### src/rtl/accel_pkg.sv
// Shared constants, state encoding and width helper for the MNIST accelerator sequencer.
// The optional argmax stage is built when ACCEL_ARGMAX_EN is defined.
package accel_pkg;

  localparam int unsigned N_IN    = 785;   // 784 pixels + bias word
  localparam int unsigned N_HID   = 32;
  localparam int unsigned N_OUT   = 10;
  localparam int unsigned DW      = 32;
  localparam int unsigned TIMEOUT = 4096;

  typedef enum logic [2:0] {
    StIdle,
    StL1,
    StL2,
    StArgmax,
    StDone,
    StErr
  } state_e;

  // Bits needed to hold values 0..max_val inclusive.
  function automatic int unsigned cnt_width(input int unsigned max_val);
    return (max_val < 2) ? 1 : $clog2(max_val + 1);
  endfunction

  localparam int unsigned PHASE_W = cnt_width(TIMEOUT);
  localparam int unsigned IDX_W   = cnt_width(N_OUT);

endpackage

### src/rtl/accel_sequencer_if.sv
// Host/datapath-facing signal bundle of the run sequencer.
// master: the side driving requests and stop flags; slave: the sequencer itself.
interface accel_sequencer_if;

  logic                                             start_req;
  logic                                             stop1;
  logic                                             stop2;
  logic [accel_pkg::N_OUT*accel_pkg::DW-1:0]        result_bus;
  logic                                             busy;
  logic                                             done;
  logic                                             error;
  logic                                             start1;
  logic                                             start2;
  logic [31:0]                                      counter1;
  logic [31:0]                                      counter2;
  logic [3:0]                                       class_idx;
  logic [accel_pkg::DW-1:0]                         class_score;

  modport master (
    output start_req, stop1, stop2, result_bus,
    input  busy, done, error, start1, start2, counter1, counter2, class_idx, class_score
  );

  modport slave (
    input  start_req, stop1, stop2, result_bus,
    output busy, done, error, start1, start2, counter1, counter2, class_idx, class_score
  );

endinterface

### src/rtl/argmax_seq.sv
// Serial signed argmax over the snapshot of class scores, one score per cycle.
// start loads score 0; the remaining scores follow on consecutive cycles; valid rises once all
// N_OUT scores have been seen. Ties keep the lower index (strictly-greater replaces).
module argmax_seq
  import accel_pkg::*;
(
  input  logic                 clk,
  input  logic                 reset,
  input  logic                 start,
  input  logic [N_OUT*DW-1:0]  scores,
  output logic [IDX_W-1:0]     idx,
  output logic signed [DW-1:0] best,
  output logic                 valid
);

  logic [IDX_W-1:0]     cnt_q, cnt_d;
  logic [IDX_W-1:0]     idx_q, idx_d;
  logic signed [DW-1:0] best_q, best_d;
  logic signed [DW-1:0] score_arr [N_OUT];

  // Unpack the flat score bus into an indexable array.
  always_comb begin
    for (int k = 0; k < int'(N_OUT); k++) begin
      score_arr[k] = scores[k*DW +: DW];
    end
  end

  // Compare the current score against the running best.
  always_comb begin
    cnt_d  = cnt_q;
    idx_d  = idx_q;
    best_d = best_q;
    if (start) begin
      cnt_d  = IDX_W'(1);
      idx_d  = '0;
      best_d = score_arr[0];
    end else if (cnt_q != '0 && cnt_q < IDX_W'(N_OUT)) begin
      if (score_arr[cnt_q] > best_q) begin
        idx_d  = cnt_q;
        best_d = score_arr[cnt_q];
      end
      cnt_d = cnt_q + IDX_W'(1);
    end
  end

  // Running-max state.
  always_ff @(posedge clk) begin
    if (reset) begin
      cnt_q  <= '0;
      idx_q  <= '0;
      best_q <= '0;
    end else begin
      cnt_q  <= cnt_d;
      idx_q  <= idx_d;
      best_q <= best_d;
    end
  end

  assign idx   = idx_q;
  assign best  = best_q;
  assign valid = (cnt_q == IDX_W'(N_OUT));

endmodule

### src/rtl/accel_sequencer.sv
// Run sequencer for the MNIST accelerator: layer-1 feed, layer-2 feed, optional argmax, done.
// Define ACCEL_ARGMAX_EN to build the ARGMAX phase and argmax_seq; otherwise the run goes
// straight from L2 to DONE and reports class 0 with snapshot score 0.
module accel_sequencer
  import accel_pkg::*;
(
  input logic              clk,
  input logic              reset,
  accel_sequencer_if.slave bus
);

`ifdef ACCEL_ARGMAX_EN
  localparam state_e      StAfterL2 = StArgmax;
  localparam int unsigned SNAP_W    = N_OUT * DW;
`else
  localparam state_e      StAfterL2 = StDone;
  localparam int unsigned SNAP_W    = DW;  // only score 0 is ever reported
`endif

  state_e             state_q, state_d;
  logic [PHASE_W-1:0] phase_q, phase_d;
  logic [31:0]        cnt1_q, cnt1_d;
  logic [31:0]        cnt2_q, cnt2_d;
  logic [SNAP_W-1:0]  snap_q, snap_d;
  logic [IDX_W-1:0]   class_idx_q, class_idx_d;
  logic [DW-1:0]      class_score_q, class_score_d;

  logic               accept1, accept2, timed_out, launch;
  logic [IDX_W-1:0]   res_idx;
  logic [DW-1:0]      res_score;

  // Stop flags only count once the feed counters have covered the whole vector.
  assign accept1   = (state_q == StL1) && bus.stop1 && (cnt1_q >= 32'(N_IN));
  assign accept2   = (state_q == StL2) && bus.stop2 && (cnt2_q >= 32'(N_HID));
  assign timed_out = (phase_q == PHASE_W'(TIMEOUT - 1));
  assign launch    = ((state_q == StIdle) || (state_q == StErr)) && bus.start_req;

`ifdef ACCEL_ARGMAX_EN
  logic                 am_start, am_valid;
  logic [IDX_W-1:0]     am_idx;
  logic signed [DW-1:0] am_best;

  assign am_start = (state_q == StArgmax) && (phase_q == '0);

  argmax_seq u_argmax (
    .clk    (clk),
    .reset  (reset),
    .start  (am_start),
    .scores (snap_q),
    .idx    (am_idx),
    .best   (am_best),
    .valid  (am_valid)
  );

  assign res_idx   = am_valid ? am_idx : '0;
  assign res_score = am_valid ? am_best : snap_q[DW-1:0];
`else
  assign res_idx   = '0;
  assign res_score = snap_q[DW-1:0];
`endif

  // State and datapath registers; reset wins over everything.
  always_ff @(posedge clk) begin
    if (reset) begin
      state_q       <= StIdle;
      phase_q       <= '0;
      cnt1_q        <= '0;
      cnt2_q        <= '0;
      snap_q        <= '0;
      class_idx_q   <= '0;
      class_score_q <= '0;
    end else begin
      state_q       <= state_d;
      phase_q       <= phase_d;
      cnt1_q        <= cnt1_d;
      cnt2_q        <= cnt2_d;
      snap_q        <= snap_d;
      class_idx_q   <= class_idx_d;
      class_score_q <= class_score_d;
    end
  end

  // Next-state: stop acceptance takes precedence over timeout in the same cycle.
  always_comb begin
    state_d = state_q;
    unique case (state_q)
      StIdle, StErr: begin
        if (bus.start_req) state_d = StL1;
      end
      StL1: begin
        if (accept1)        state_d = StL2;
        else if (timed_out) state_d = StErr;
      end
      StL2: begin
        if (accept2)        state_d = StAfterL2;
        else if (timed_out) state_d = StErr;
      end
      StArgmax: begin
        if (phase_q == PHASE_W'(N_OUT - 1)) state_d = StDone;
      end
      StDone:  state_d = StIdle;
      default: state_d = StIdle;
    endcase
  end

  // Phase timer, feed counters, score snapshot and reported class.
  always_comb begin
    if (state_d != state_q)  phase_d = '0;
    else if (phase_q == '1)  phase_d = phase_q;
    else                     phase_d = phase_q + PHASE_W'(1);

    cnt1_d        = cnt1_q;
    cnt2_d        = cnt2_q;
    snap_d        = snap_q;
    class_idx_d   = class_idx_q;
    class_score_d = class_score_q;

    if (launch)                                   cnt1_d = '0;
    else if (state_q == StL1 && cnt1_q != '1)     cnt1_d = cnt1_q + 32'd1;

    if (accept1)                                  cnt2_d = '0;
    else if (state_q == StL2 && cnt2_q < 32'(N_HID)) cnt2_d = cnt2_q + 32'd1;

    if (accept2) snap_d = bus.result_bus[SNAP_W-1:0];

    if (state_q == StDone) begin
      class_idx_d   = res_idx;
      class_score_d = res_score;
    end
  end

  // Moore outputs; the class result is shown live during DONE and held afterwards.
  always_comb begin
    bus.busy        = state_q inside {StL1, StL2, StArgmax, StDone};
    bus.done        = (state_q == StDone);
    bus.error       = (state_q == StErr);
    bus.start1      = (state_q == StL1) && (phase_q == '0);
    bus.start2      = (state_q == StL2) && (phase_q == '0);
    bus.counter1    = cnt1_q;
    bus.counter2    = cnt2_q;
    bus.class_idx   = (state_q == StDone) ? res_idx : class_idx_q;
    bus.class_score = (state_q == StDone) ? res_score : class_score_q;
  end

endmodule

### src/flat_wrapper.sv
// flat-port wrapper written by rule: the top's interface ports become plain ports
module accel_sequencer_flat import accel_pkg::*;
  (clk, reset, bus_start_req, bus_stop1, bus_stop2, bus_result_bus, bus_busy, bus_done, bus_error, bus_start1, bus_start2, bus_counter1, bus_counter2, bus_class_idx, bus_class_score);
  accel_sequencer_if bus_i ();
  input logic clk;
  input logic reset;
  input wire logic [$bits(bus_i.start_req)-1:0] bus_start_req;
  input wire logic [$bits(bus_i.stop1)-1:0] bus_stop1;
  input wire logic [$bits(bus_i.stop2)-1:0] bus_stop2;
  input wire logic [$bits(bus_i.result_bus)-1:0] bus_result_bus;
  output wire logic [$bits(bus_i.busy)-1:0] bus_busy;
  output wire logic [$bits(bus_i.done)-1:0] bus_done;
  output wire logic [$bits(bus_i.error)-1:0] bus_error;
  output wire logic [$bits(bus_i.start1)-1:0] bus_start1;
  output wire logic [$bits(bus_i.start2)-1:0] bus_start2;
  output wire logic [$bits(bus_i.counter1)-1:0] bus_counter1;
  output wire logic [$bits(bus_i.counter2)-1:0] bus_counter2;
  output wire logic [$bits(bus_i.class_idx)-1:0] bus_class_idx;
  output wire logic [$bits(bus_i.class_score)-1:0] bus_class_score;
  assign bus_i.start_req = bus_start_req;
  assign bus_i.stop1 = bus_stop1;
  assign bus_i.stop2 = bus_stop2;
  assign bus_i.result_bus = bus_result_bus;
  assign bus_busy = bus_i.busy;
  assign bus_done = bus_i.done;
  assign bus_error = bus_i.error;
  assign bus_start1 = bus_i.start1;
  assign bus_start2 = bus_i.start2;
  assign bus_counter1 = bus_i.counter1;
  assign bus_counter2 = bus_i.counter2;
  assign bus_class_idx = bus_i.class_idx;
  assign bus_class_score = bus_i.class_score;
  accel_sequencer u_core (.clk(clk), .reset(reset), .bus(bus_i));
endmodule
### config.mk
export PLATFORM = sky130hd
export DESIGN_NAME = accel_sequencer_flat
export DESIGN_NICKNAME = d
export VERILOG_FILES = /design/src/rtl/accel_pkg.sv /design/src/rtl/accel_sequencer_if.sv /design/src/rtl/argmax_seq.sv /design/src/rtl/accel_sequencer.sv /design/src/flat_wrapper.sv
export SDC_FILE = /design/constraint.sdc
export NUM_CORES = 1
export LEC_CHECK = 0
export BUFFER_PORTS_ARGS = -buffer_cell sky130_fd_sc_hd__buf_2
export CAP_MARGIN = 15
export CORE_AREA = 3 3 165 167
export DETAILED_ROUTE_END_ITERATION = 8
export DIE_AREA = 0 0 168 170
export PLACE_DENSITY = 0.53
export SYNTH_ARGS = -nofsm -noshare
export SYNTH_HDL_FRONTEND = slang
export SYNTH_HIERARCHICAL = 1
export SYNTH_SLANG_ARGS = --single-unit
### constraint.sdc
create_clock -name clk -period 7.7 [get_ports clk]
set_input_delay 0.77 -clock clk [delete_from_list [all_inputs] [get_ports clk]]
set_output_delay 0.77 -clock clk [all_outputs]
set_load 0.02 [all_outputs]
**Yosys cells after proc, flatten, opt, wreduce, memory -nomap -nowiden**

Cells that the tools add are included.

- Add/sub/neg operators: 3
- $lt $le $gt $ge: 3
- Equality and inequality tests: 10
- Multiplexer cells: 8
- Reductions and logical operators: 17

Operators by type and width:

| cell | number |
|---|---|
| adder 32 x 1 -> 32 bit, second input constant | 2 |
| >= comparator 32 x 10 -> 1 bit, second input constant | 1 |
| >= comparator 32 x 6 -> 1 bit, second input constant | 1 |
| less-than comparator 32 x 6 -> 1 bit, second input constant | 1 |
| 2-to-1 mux 32 bit | 1 |
| inequality test 32 bit, second input constant | 1 |
| 2-to-1 mux 3 bit | 5 |
| adder 13 x 1 -> 13 bit, second input constant | 1 |
| == test 13 x 12 -> 1 bit, second input constant | 1 |
| == test 13 bit, second input constant | 1 |
| == test 13 x 4 -> 1 bit, second input constant | 1 |
| zero test 13 bit | 1 |
| one-hot mux 3 bit (4 select lines) | 1 |
| logical AND 1 bit | 9 |
| OR reduction 2 bit | 4 |
| == test 3 x 2 -> 1 bit, second input constant | 2 |
| == test 3 bit, second input constant | 2 |
| 2-to-1 mux 4 bit | 1 |
| nonzero test 4 bit | 1 |
| == test 3 x 1 -> 1 bit, second input constant | 1 |
| zero test 3 bit | 1 |
| inequality test 3 bit | 1 |
| logical OR 1 bit | 1 |

- Bits in registers: 148
- Output and inout bits: 105

**Longest topological paths before layout**

- Word-level depth: 7
- Depth in mapped cells: 9

**Least setup slack after synthesis**

No wires, ideal clock.

- Path kind: flip-flop to flip-flop
- Start: register u_core.cnt1_q[1] (netlist: u_core/bus.counter1[1])
- End: register u_core.phase_q[0]
- Data arrival time: 2.898 ns
- Data required time: 7.627 ns
- Path slack: 4.729 ns
- Cell stages (with the launch flop): 10
- Path buffers: 1
- Period minus slack after synthesis: 2.971 ns
- Path through: dfxtp_1 -> inv_1 -> ha_1 -> or4b_1 -> a2111o_1 -> a311o_1 -> a21o_1 -> a311o_1 -> buf_6 -> nor3_2

- Longest elaborated chain between the ends: 6

RTL lines:

| what | line | RTL |
|---|---|---|
| start: declaration | accel_sequencer.sv:22 | `logic [31:0] cnt1_q, cnt1_d;` |
| start signal: assignment | accel_sequencer.sv:75 | `cnt1_q <= cnt1_d;` |
| >= comparator 32 x 10 -> 1 bit | accel_sequencer.sv:33 | `assign accept1 = (state_q == StL1) && bus.stop1 && (cnt1_q >= 32'(N_IN));` |
| logical AND 1 bit | accel_sequencer.sv:33 |  |
| 2-to-1 mux 3 bit | accel_sequencer.sv:91 | `if (accept1) state_d = StL2;` |
| one-hot mux 3 bit (4 select lines) | accel_sequencer.sv:86 | `unique case (state_q)` |
| inequality test 3 bit | accel_sequencer.sv:108 | `if (state_d != state_q) phase_d = '0;` |
| OR reduction 2 bit (no line) | n/a |  |
| end signal: assignment | accel_sequencer.sv:74 | `phase_q <= phase_d;` |
| end: declaration | accel_sequencer.sv:21 | `logic [PHASE_W-1:0] phase_q, phase_d;` |

Every way passes these cells.
A chain may end at the register's enable or synchronous reset.

**Final worst setup path**

- Start: register u_core.cnt1_q[1] (netlist: u_core/bus.counter1[1])
- End: register u_core.phase_q[2]

Same word-level chain as after synthesis.

==> results by group <==
Route
  – Vias per inst: 4.373
  – Starting DRC count in detailed routing: 264
  – Post-route ant nets: 0
  – DRC: 0
  – Routed wire length per instance: 13.73 um
  – DR pass1 iterations: 6
  – DR vias: between 5,000 and 6,000
  – Final wirelength: 15,790 um

Critical path
  – WP buf/inv: 1
  – Crit-path leading delay family: compound AO/OA/AOI/OAI gates
  – Max incr delay on CP: between 600 and 700 ps
  – CP max FO: 13
  – Worst EP arrival: 3740 ps
  – Most used cell along the critical path: a311o_1
  – Crit path from: u_core/bus.counter1[1]$_SDFFE_PP0P_
  – Worst Setup Path Type: reg2reg
  – Crit-path cells: inv_1 > ha_1 > or4b_1 > a2111o_1 > a311o_1 > a21o_1 > a311o_1 > nor4_1
  – Slowest cell on the critical path: a311o_1
  – Critical Path End Type: flip-flop
  – R2r startpoint: u_core/bus.counter1[1]$_SDFFE_PP0P_
  – Startpoint Class: flip-flop
  – Worst EP required: 8030 ps

Yosys
  – Synth Area in Adders: between 1.5 and 2%
  – Synthesized area per cell: 9.140 um2
  – Largest family of logic cells by synthesized area: simple AND/OR/NAND/NOR gates
  – Mux cell area share after synthesis: 6.258%
  – Simple-Gate Fraction of Synth Area: approximately 28%
  – Synth Cell Area: ~6100 um2
  – Synth Register Bits: 148
  – Distinct cell type count after synthesis: 45
  – Synth Area in Compound Gates: 6.649%
  – Synth Net Count: 998
  – Synth Warn #: 6
  – Proportion of synthesized chip area in sequential cells: about 50%
  – Cells after synthesis: around 670
  – Post-synthesis xor/xnor area fraction: around 5.6%

Place
  – Post-DP HPWL: 10,850 um
  – Number of port buffers: 141
  – Placer Congestion: 0.7823
  – Pre-CTS WS: roughly 4300 ps
  – Cells after DPL: roughly 1,100

Power
  – Power per cell area: roughly 210 nW/um2
  – Peak supply drop: roughly 0.13 mV
  – Lkg Pwr: 3.202 nW

Clocking
  – Post-CTS setup buffers: 0
  – Max clock buf depth: 2
  – CTS sink count: 148
  – CTS tree: done
  – Max H-tree Level: 4
  – CTS Root Cell: clkbuf_16
  – Insertion delay to the later sink of the worst-skew pair: 430 ps
  – CTS buffer count: 17
  – Hold buffers post-CTS: 0
  – CTS resizes: 0
  – Clock-pin slew on the worst setup and hold paths: roughly 70 ps

STA
  – Fin crit share: 44.30%
  – Max Slew Vio Count: 0
  – Final Worst Setup Slack: 4289 ps
  – Final Critical Period: 3411 ps
  – Slew margin rel.: between 40% and 50%
  – RSZ-0062 raised after global routing: no
  – Slew @ Worst Pin: 850.7 ps
  – Max Freq: 293.2 MHz
  – Final hold vios: 0
  – WHS: ~450 ps
  – Setup violations, final: 0
  – Setup Skew: 18.98 ps
  – Setup TNS: 0 ps

Final layout
  – Nets: 1,133
  – Seq. cell area: 2963 um2
  – # fillers: 2,754
  – Synth-to-layout area growth: 26.78%
  – Layout cells sized above 1: between 20% and 30%
  – Multi-input logic area: 2948 um2
  – Non-Filler Instances: 1,150
  – Final Util: 29.74%

GRT
  – Congestion Overflow GR: 0
  – Pin count of the biggest net entering global routing: 75
  – Global-route wire length before repair: 25,350 um
  – Initial antenna violation count: 2
  – GRT Total Usage: 10.95%
  – Vias in the first global route: about 4,800

Floorplan
  – Boundary Pins: 430
  – Die ar.: 28,560 um2
  – FP Rows: 59
  – Die X: 168 um
  – Starting density of the core: between 20% and 30%
  – Die height: 170 um
  – Core area: 25,910 um2

Status
  – Outcome: completed

Job
  – MaxCap Viol Count: 0

Worst hold path
  – Worst hold path class: reg2reg
  – Hold path start: u_core/res_score[12]$_SDFFE_PP0P_
-- power breakdown --
group | internal (mW) | switching (mW)
combinational | 0.0147 | 0.0292
sequential | 0.767 | 0.00251
clock | 0.441 | 0.360
-- synth_stat cells --
cell      instances  area share (%)
dfxtp_1         148              49
nand2_1          88             5.4
nor2_1           49             3.0
a21oi_1          44             3.6
nor2b_1          42             4.3
and2_1           32             3.3
mux2_2           32             5.9
clkbuf_1         29             1.8
xor2_1           20             2.9
xnor2_1          19             2.7
nand3_1          18             1.5
nor4_1           17             1.7
nand4_1          16             1.6
nor3_1           12            0.99
inv_1            11            0.68
and3_1           10             1.0
nor3_2           10             1.6
ha_1              8             1.6
o21ai_0           8            0.66
or3_1             7            0.72
and4_1            6            0.86
a31oi_1           4            0.41
nor4b_1           4            0.58
a21o_1            3            0.37
nand4b_1          3            0.43
a311o_1           2            0.33
buf_1             2            0.12
mux2i_1           2            0.33
nand2b_1          2            0.21
nor3b_1           2            0.25
a2111o_1          1            0.19
a21boi_0          1            0.12
a221oi_1          1            0.14
a31o_2            1            0.14
and4_2            1            0.16
buf_2             1           0.082
buf_6             1            0.19
o21a_1            1            0.12
o21bai_1          1            0.12
o22ai_1           1            0.10
o311a_1           1            0.16
o311ai_0          1            0.14
or2_2             1            0.10
or4_1             1            0.12
or4b_1            1            0.16
-- worst paths after layout --
check / to / slack (ps) / cells past startpoint
setup / recovery: u_core/phase_q[2]$_SDFFE_PP0P_ / 4290 / 8
hold / removal: u_core/res_score[12]$_SDFFE_PP0P_ / 450 / 2
setup reg to reg: u_core/phase_q[2]$_SDFFE_PP0P_ / 4290 / 8
hold reg to reg: u_core/res_score[12]$_SDFFE_PP0P_ / 450 / 2
-- placed cells by master (no fill, tap or decap), types with 3 or more instances in the layout --
cell type / instances
nor4b_1: 4
a21oi_1: 44
buf_4: 7
o21ai_0: 8
dfxtp_1: 148
ha_1: 8
nor2_1: 49
clkinv_4: 3
mux2_2: 32
clkbuf_16: 17
buf_2: 141
xnor2_1: 19
and4_1: 6
and3_1: 10
nor2b_1: 42
inv_1: 11
nor3_1: 12
xor2_1: 20
nor3_2: 10
inv_6: 6
nand4b_1: 3
or3_1: 7
a21o_1: 3
nor4_1: 17
nand2_1: 88
nand3_1: 18
a31oi_1: 3
and2_1: 32
nand4_1: 16
-- tightest hold or removal path, cell delays in order (launching register included) --
cell     delay, ps
dfxtp_1        310
nand2_1         50
a21oi_1         50
-- flip-flops by register name (all words and copies together), names as in the netlist --
signal                flops
u_core/bus.counter1      32
u_core/bus.counter2      32
u_core/class_score_q     32
u_core/res_score         32
u_core/phase_q           13
u_core/class_idx_q        4
u_core/state_q            3
-- per-layer routing --
layer | up-vias | global-route usage (%) | wire length [um]
li1 | 2546 | - | -
met1 | 2381 | 14.63 | 7545
met2 | 90 | 17.23 | 7359
met3 | 12 | 2.880 | 674
met4 | 0 | 3.735 | 214
met5 | - | 0 | 0
-- metrics by stage --
| stage | instance area [um2] | power (mW) |
|---|---|---|
| 3_5_place_dp | 7129 | 0.8314 |
| 3_3_place_gp | 7129 | 0.8317 |
| 4_1_cts | 7696 | 1.647 |
| 2_1_floorplan | 6078 | 0.8119 |
| 5_1_grt | 7706 | 1.677 |
| 6_report | 7706 | 1.615 |
-- area by class of cell --
cell class,instances,share of cell area (%)
Sequential cell,148,38.45
Multi-Input combinational cell,473,38.25
Timing Repair Buffer,149,9.904
Clock buffer,19,5.878
Tap cell,335,5.439
Clock inverter,13,1.478
Inverter,11,0.5358
Antenna cell,2,0.06495
-- logic make-up after synthesis --
logic type               count (synthesis)
flip-flops                             148
adder cells (fa/ha/maj)                  8
buffers and inverters                   44
multiplexers                            34
AO/OA/AOI/OAI                           70
XOR/XNOR                                39
AND/OR/NAND/NOR                        322
Note: power is estimated with default switching activity, not from simulation.
